### src/rtl/body_scan_ctrl.sv
// rtl/body_scan_ctrl.sv - scans snake body-position memory for a segment at a given block
// Optional feature: define BODY_SCAN_EARLY_EXIT_EN to end the scan on the first matching segment.
module body_scan_ctrl #(
  parameter int SNAKE_LENGTH_BIT = 4
) (
  input  logic                        clock_25,
  input  logic                        reset,
  input  logic                        start,
  input  logic [6:0]                  x_block,
  input  logic [6:0]                  y_block,
  input  logic [3:0]                  snake_length,
  output logic [SNAKE_LENGTH_BIT-1:0] body_count,
  input  logic [6:0]                  snake_body_x,
  input  logic [6:0]                  snake_body_y,
  output logic                        busy,
  output logic                        scan_done,
  output logic                        body_hit,
  output logic [SNAKE_LENGTH_BIT-1:0] hit_index
);

`ifdef BODY_SCAN_EARLY_EXIT_EN
  localparam bit EARLY_EXIT = 1'b1;
`else
  localparam bit EARLY_EXIT = 1'b0;
`endif

  typedef enum logic [1:0] {
    IDLE  = 2'd0,
    SCAN  = 2'd1,
    FLUSH = 2'd2,
    DONE  = 2'd3
  } state_t;

  state_t                      state;
  logic [6:0]                  x_lat;
  logic [6:0]                  y_lat;
  logic [3:0]                  len_lat;
  // rd_valid/rd_index describe which address the memory data on the bus belongs to
  logic                        rd_valid;
  logic [SNAKE_LENGTH_BIT-1:0] rd_index;
  logic                        match;
  logic                        first_hit;
  logic                        at_last;

  // Compare the memory read data against the latched block and detect the last address
  always_comb begin
    match     = rd_valid && (snake_body_x == x_lat) && (snake_body_y == y_lat);
    first_hit = match && !body_hit;
    at_last   = (32'(body_count) + 32'd1) == 32'(len_lat);
  end

  // Scan FSM: issues addresses, tracks the read pipeline and registers every output
  always_ff @(posedge clock_25 or negedge reset) begin
    if (!reset) begin
      state      <= IDLE;
      x_lat      <= '0;
      y_lat      <= '0;
      len_lat    <= '0;
      rd_valid   <= 1'b0;
      rd_index   <= '0;
      body_count <= '0;
      busy       <= 1'b0;
      scan_done  <= 1'b0;
      body_hit   <= 1'b0;
      hit_index  <= '0;
    end else begin
      scan_done <= 1'b0;
      case (state)
        IDLE: begin
          if (start) begin
            x_lat     <= x_block;
            y_lat     <= y_block;
            len_lat   <= snake_length;
            busy      <= 1'b1;
            body_hit  <= 1'b0;
            hit_index <= '0;
            rd_valid  <= 1'b0;
            if (snake_length != 4'd0) begin
              state      <= SCAN;
              body_count <= '0;
            end else begin
              state     <= DONE;
              scan_done <= 1'b1;
            end
          end
        end
        SCAN: begin
          if (first_hit) begin
            body_hit  <= 1'b1;
            hit_index <= rd_index;
          end
          // the address presented this cycle has its data on the bus next cycle
          rd_valid <= 1'b1;
          rd_index <= body_count;
          if (EARLY_EXIT && first_hit) begin
            state     <= DONE;
            scan_done <= 1'b1;
            rd_valid  <= 1'b0;
          end else if (at_last) begin
            state <= FLUSH;
          end else begin
            body_count <= body_count + SNAKE_LENGTH_BIT'(1);
          end
        end
        FLUSH: begin
          if (first_hit) begin
            body_hit  <= 1'b1;
            hit_index <= rd_index;
          end
          rd_valid  <= 1'b0;
          state     <= DONE;
          scan_done <= 1'b1;
        end
        DONE: begin
          state <= IDLE;
          busy  <= 1'b0;
        end
        default: begin
          state <= IDLE;
        end
      endcase
    end
  end

endmodule
### config.mk
export PLATFORM = sky130hd
export DESIGN_NAME = body_scan_ctrl
export DESIGN_NICKNAME = d
export VERILOG_FILES = /design/src/rtl/body_scan_ctrl.sv
export SDC_FILE = /design/constraint.sdc
export NUM_CORES = 1
export LEC_CHECK = 0
export ABC_CLOCK_PERIOD_IN_PS = 2070
export CORE_ASPECT_RATIO = 0.9
export CORE_UTILIZATION = 49
export DETAILED_ROUTE_END_ITERATION = 7
export PLACE_DENSITY = 0.79
export SLEW_MARGIN = 20
export SYNTH_ARGS = -nofsm -noshare
export SYNTH_HDL_FRONTEND = slang
export SYNTH_SLANG_ARGS = --single-unit
### constraint.sdc
create_clock -name clock_25 -period 2.07 [get_ports clock_25]
set_clock_uncertainty 0.05 [all_clocks]
set_input_delay 0.621 -clock clock_25 [delete_from_list [all_inputs] [get_ports clock_25]]
set_output_delay 0.621 -clock clock_25 [all_outputs]
set_load 0.01 [all_outputs]
Word level (Yosys, flattened, before mapping)

Cells that the tools add are included.
W data, S select, Z words.

Register bits: 36
Bits of input ports: 35
Word-level logic and storage cells: 61

Add/subtract/negate cells: 2
Eq/ne operators: 11
Mux-type cells: 20
Reduce and logical (&&, ||, !) cells: 17

Operator list:

| kind                  | count |
|---|---|
| $mux W4               | 5 |
| $pmux W4 S2           | 2 |
| $eq A7 B7 Y1          | 2 |
| $ne A2 B2 Y1 const B  | 4 |
| $pmux W2 S4           | 1 |
| $reduce_and A2 Y1     | 4 |
| $mux W2               | 3 |
| $pmux W1 S2           | 3 |
| $reduce_bool A2 Y1    | 3 |
| $add A4 B1 Y5 const B | 1 |
| $eq A5 B4 Y1          | 1 |
| $mux W1               | 5 |
| $add A4 B1 Y4 const B | 1 |
| $eq A2 B2 Y1 const B  | 2 |
| $reduce_and A4 Y1     | 1 |
| $reduce_bool A4 Y1    | 1 |
| $logic_and A1 B1 Y1   | 3 |
| $pmux W1 S3           | 1 |
| $reduce_and A3 Y1     | 1 |
| $reduce_bool A3 Y1    | 1 |
| $eq A2 B1 Y1 const B  | 1 |
| $logic_not A2 Y1      | 1 |
| $ne A2 B1 Y1 const B  | 1 |
| $reduce_or A2 Y1      | 1 |
| $logic_not A1 Y1      | 1 |

Depth between registers and ports, before layout

Depth after elaboration: 6
Depth in mapped cells: 8

Worst setup path before layout

No wires, ideal clock.

Path kind: reg-to-reg
From: register body_count[0]
To: register body_count[2]
Library setup time: 0.124 ns
Data arrival time: 1.788 ns
Required time: 1.896 ns
Setup slack: 0.108 ns
Cell stages (with the launch flop): 8
Path buffers: 1
Period minus slack after synthesis: 1.962 ns
Cells stage by stage: dfrtp_1 -> ha_1 -> xnor2_1 -> o211ai_1 -> a211o_1 -> buf_6 -> nor4b_4 -> a211o_1

Word-level cells in the longest chain between the ends: 4
Elaborated cells between the ends (all ways): 7
Classes of those cells: 2 x add/sub; 2 x eq/ne; 2 x mux; 1 x reduce/logical

Ends and longest elaborated chain:

| element                            | RTL line | source |
|---|---|---|
| from (decl)                        | 12       | `output logic [SNAKE_LENGTH_BIT-1:0] body_count,` |
| from (signal assigned)             | 102      | `body_count <= body_count + SNAKE_LENGTH_BIT'(1);` |
| $add A4 B1 Y5                      | 49       | `at_last = (32'(body_count) + 32'd1) == 32'(len_lat);` |
| $eq A5 B4 Y1                       | 49       |  |
| $ne A2 B2 Y1 (no source line)      | n/a      |  |
| $reduce_and A4 Y1 (no source line) | n/a      |  |

Parallel ways exist; a longest one is shown, timed or not. The select of a mux whose other input is x is not followed.
A chain may end at the register's enable or synchronous reset.

Worst setup path in the final report

From: input snake_body_y[1]
To: register hit_index[3]

Word-level cells in the longest chain between the ends: 5

Ends and longest elaborated chain:

| element                            | RTL line | source |
|---|---|---|
| from (decl)                        | 14       | `input logic [6:0] snake_body_y,` |
| $eq A7 B7 Y1                       | 47       | `match = rd_valid && (snake_body_x == x_lat) && (snake_body_y == y_lat);` |
| $logic_and A1 B1 Y1                | 47       |  |
| $logic_and A1 B1 Y1                | 48       | `first_hit = match && !body_hit;` |
| $ne A2 B1 Y1 (no source line)      | n/a      |  |
| $reduce_and A3 Y1 (no source line) | n/a      |  |
| to (signal assigned)               | 90       | `hit_index <= rd_index;` |
| to (signal assigned)               | 108      | `hit_index <= rd_index;` |
| to (decl)                          | 18       | `output logic [SNAKE_LENGTH_BIT-1:0] hit_index` |

Every way passes these cells.

==> results.toml <==
[worst_setup_path]
end_kind = "flop"
worstSetupPathType = "input pin to flop"
crit_path_max_incr_delay_ns = 0.42
crit_buf_inv = 1
crit_required_ns = 2.18
crit_cells = 6
critPathLaunchType = "input pin"
path_cells = "clkdlybuf4s50_1, xor2_1, nor4_1, nand4_1, o211ai_1, o21ai_0"
reg2reg_from = "body_count[0]"
arrival_ns = 2.13
cpMaxStageDelayCell = "clkdlybuf4s50_1"
cp-endpoint = "hit_index[3]"
crit_start = "snake_body_y[1]"
reg2reg_depth = 6
regToRegSetupSlack_ns = 0.08
r2r_end = "body_count[0]"
crit_family = "simple AND/OR/NAND/NOR gates"
cp_max_fo = 5

[logic_synthesis]
yosysMostFrequentCell = "dfrtp_1"
netlist_instances = 165
synth_common_cells = "36 x dfrtp_1, 20 x mux2_2, 16 x xor2_1"
yosysTopAreaCellShare_pct = 48.3
synth-edff-count = 0
synth-async-reset-ratio_pct = 100
ys.flop_type = "dfrtp_1"
ys_seq_area_share_pct = 48.3
syn_area_um2 = 1870
ys_ff_latch = 36
yosysWarnings = 0
synth_top_area_cell = "dfrtp_1"
ys_types = 29
synthTopCellsByArea = "dfrtp_1 48%, mux2_2 12%, xor2_1 7.5%, ha_1 3.4%, nor4_1 2.7%"
synth.avg_cell_area_um2 = 11.3
syn_nets = 205

[sta]
hold_slack_ns = 0.468
final_max_slew_viol_count = 0
slew_headroom_pct = 69.8
setup_ws_ns = 0.0528
setup_viol = 0
tightestPinTransition_ns = 0.453
hold_viol = 0
rsz0062_at_grt = "true"
timing.final.crit_share_pct = 97.4
min_period_ns = 2.02
max_freq_ghz = 0.496

[job]
drv_cap = 0

[placed_design]
portBuffers = 45
pre_cts_slack_ns = -0.323
gp_congestion = 0.868
dp_hpwl_um = 3000

[power_and_ir_drop]
power_leakage_nw = 1.11
max-vdd-ir-drop_uv = 662
combinationalPowerShare_pct = 48.4
powerDensity_nw_per_um2 = 1320
sw_frac_of_total_pct = 37.4
clkPwrFrac_pct = 15.9
internal_power_mw = 2.13
seq_power_share_pct = 35.7
power.net_switching_mw = 1.27

[cells_and_area]
nFillCells = 262
finalNetCount = 265
areaGrowthSynthToFinish_pct = 38.3
antenna_cells = 0
drive_gt1_share_pct = 22.7

[die]
die_h_um = 60.6
die_w_um = 67.1
rows = 20
start_util_pct = 53.3
io_pins = 46
die_area_um2 = 4060
core_um2 = 3500

[cts]
cts_max_level = 2
clock_tree.buffer_depth = 2
clock-sinks = 36
cts_buffers = 5
worstSkewPairLatency_ns = 0.29
clk_pin_slew_ns = 0.07
cts_root_buf = "clkbuf_8"
cts_tree = "yes"

[worst_hold_path]
hp-class = "flop to flop"

[global_route]
antenna_found_initial = 0
grt.total_usage_pct = 23.0
grt_overflow = 0
grt_max_degree = 37
grt_pass1_wl_um = 6670
grt_pass1_vias = 1370

[route]
dr.first_iter.drc_count = 79
ant_nets = 0
drt_first_pass_iters = 4
vias_per_cell = 5.62
drcViolationCount = 0
vias = 1513
wl_per_cell_um = 15.9
routed_wl_um = 4280

[status]
outcome = "completed"
## area by class of cell
class	instances	area [um2]	area share, %
flip-flops and latches	36	902	34.9
well taps	44	55.1	2.13
clock buffers	7	96.3	3.73
repair buffers	59	556	21.5
multi-input cells	114	940	36.4
inverters	9	33.8	1.31
## what timing repair did
item / in CTS / in global routing
cloned: 0 / 2
pin swaps: 0 / 5
endpoints found under the setup margin: 2 / 8
resized for setup: 2 / 4
buffers inserted: 0 / 2
hold buffers: 0 / 0
## metal layers
metal / part of all wire, % / GRT usage (%) / up-vias
met5: 0 / 0 / -
met4: 1.3 / 9.12 / 0
met3: 5.2 / 5.08 / 8
met2: 48 / 35.0 / 59
met1: 45 / 32.2 / 734
li1: - / - / 712
## metrics by stage
step | TNS [ns] | cells | total power [mW] | cell area [um2] | utilization, %
6_report | 0 | 269 | 3.40 | 2580 | 73.7
5_1_grt | -0.0674 | 269 | 3.62 | 2580 | 73.7
4_1_cts | 0 | 265 | 3.29 | 2530 | 72.1
3_5_place_dp | -3.06 | 258 | 2.72 | 2420 | 69.2
3_3_place_gp | -1.92 | 258 | 2.65 | 2420 | 69.2
2_1_floorplan | 0 | 165 | 2.23 | 1870 | -
## kinds of logic (layout without fill, tap and decap cells)
| logic type | Yosys count | count (layout) | share of synthesized area, % |
|---|---|---|---|
| buffers and inverters | 17 | 75 | 3.89 |
| XOR/XNOR | 19 | 19 | 8.91 |
| flip-flops | 36 | 36 | 48.3 |
| adder cells (fa/ha/maj) | 5 | 5 | 3.35 |
| multiplexers | 22 | 22 | 13.1 |
| AO/OA/AOI/OAI | 27 | 29 | 10.4 |
| AND/OR/NAND/NOR | 39 | 39 | 12.1 |
## how the worst min path moves through the flow
stage	from	to	slack, ns	cells after the start
6_report	rd_index[3]	rd_index[3]	0.47	1
4_1_cts	rd_index[3]	rd_index[3]	0.47	1
3_3_place_gp	rd_valid	rd_valid	0.45	1
3_5_place_dp	rd_index[3]	rd_index[3]	0.46	1
5_1_grt	rd_valid	rd_valid	0.50	1
2_1_floorplan	reset	body_count[0]	0.28	0
## cells in the final DEF, fill, tap and decap left out, types with 3 or more instances in the layout
cell / instances
a211o_1: 3
a21oi_1: 5
buf_4: 14
clkbuf_8: 7
clkdlybuf4s50_1: 45
dfrtp_1: 35
ha_1: 4
inv_1: 9
mux2_2: 20
nand2_1: 13
nor2_1: 4
nor4_1: 5
nor4_2: 3
o211ai_1: 6
o21ai_0: 9
xnor2_1: 3
xor2_1: 16
## registers in the layout, summed over array words and instances (netlist names)
register	flops
state	2
busy	1
body_count	4
rd_index	4
y_lat	7
scan_done	1
len_lat	4
body_hit	1
hit_index	4
x_lat	7
rd_valid	1
## power by group through the flow
stage,Combinational [mW],Clock [mW],Sequential [mW]
after floorplan,1.04,0,1.19
after global placement,1.45,0,1.20
after detailed placement,1.50,0,1.22
after CTS,1.53,0.550,1.21
after global routing,1.80,0.578,1.24
final,1.64,0.542,1.21
No activity file was read; power rests on OpenSTA's default activity.
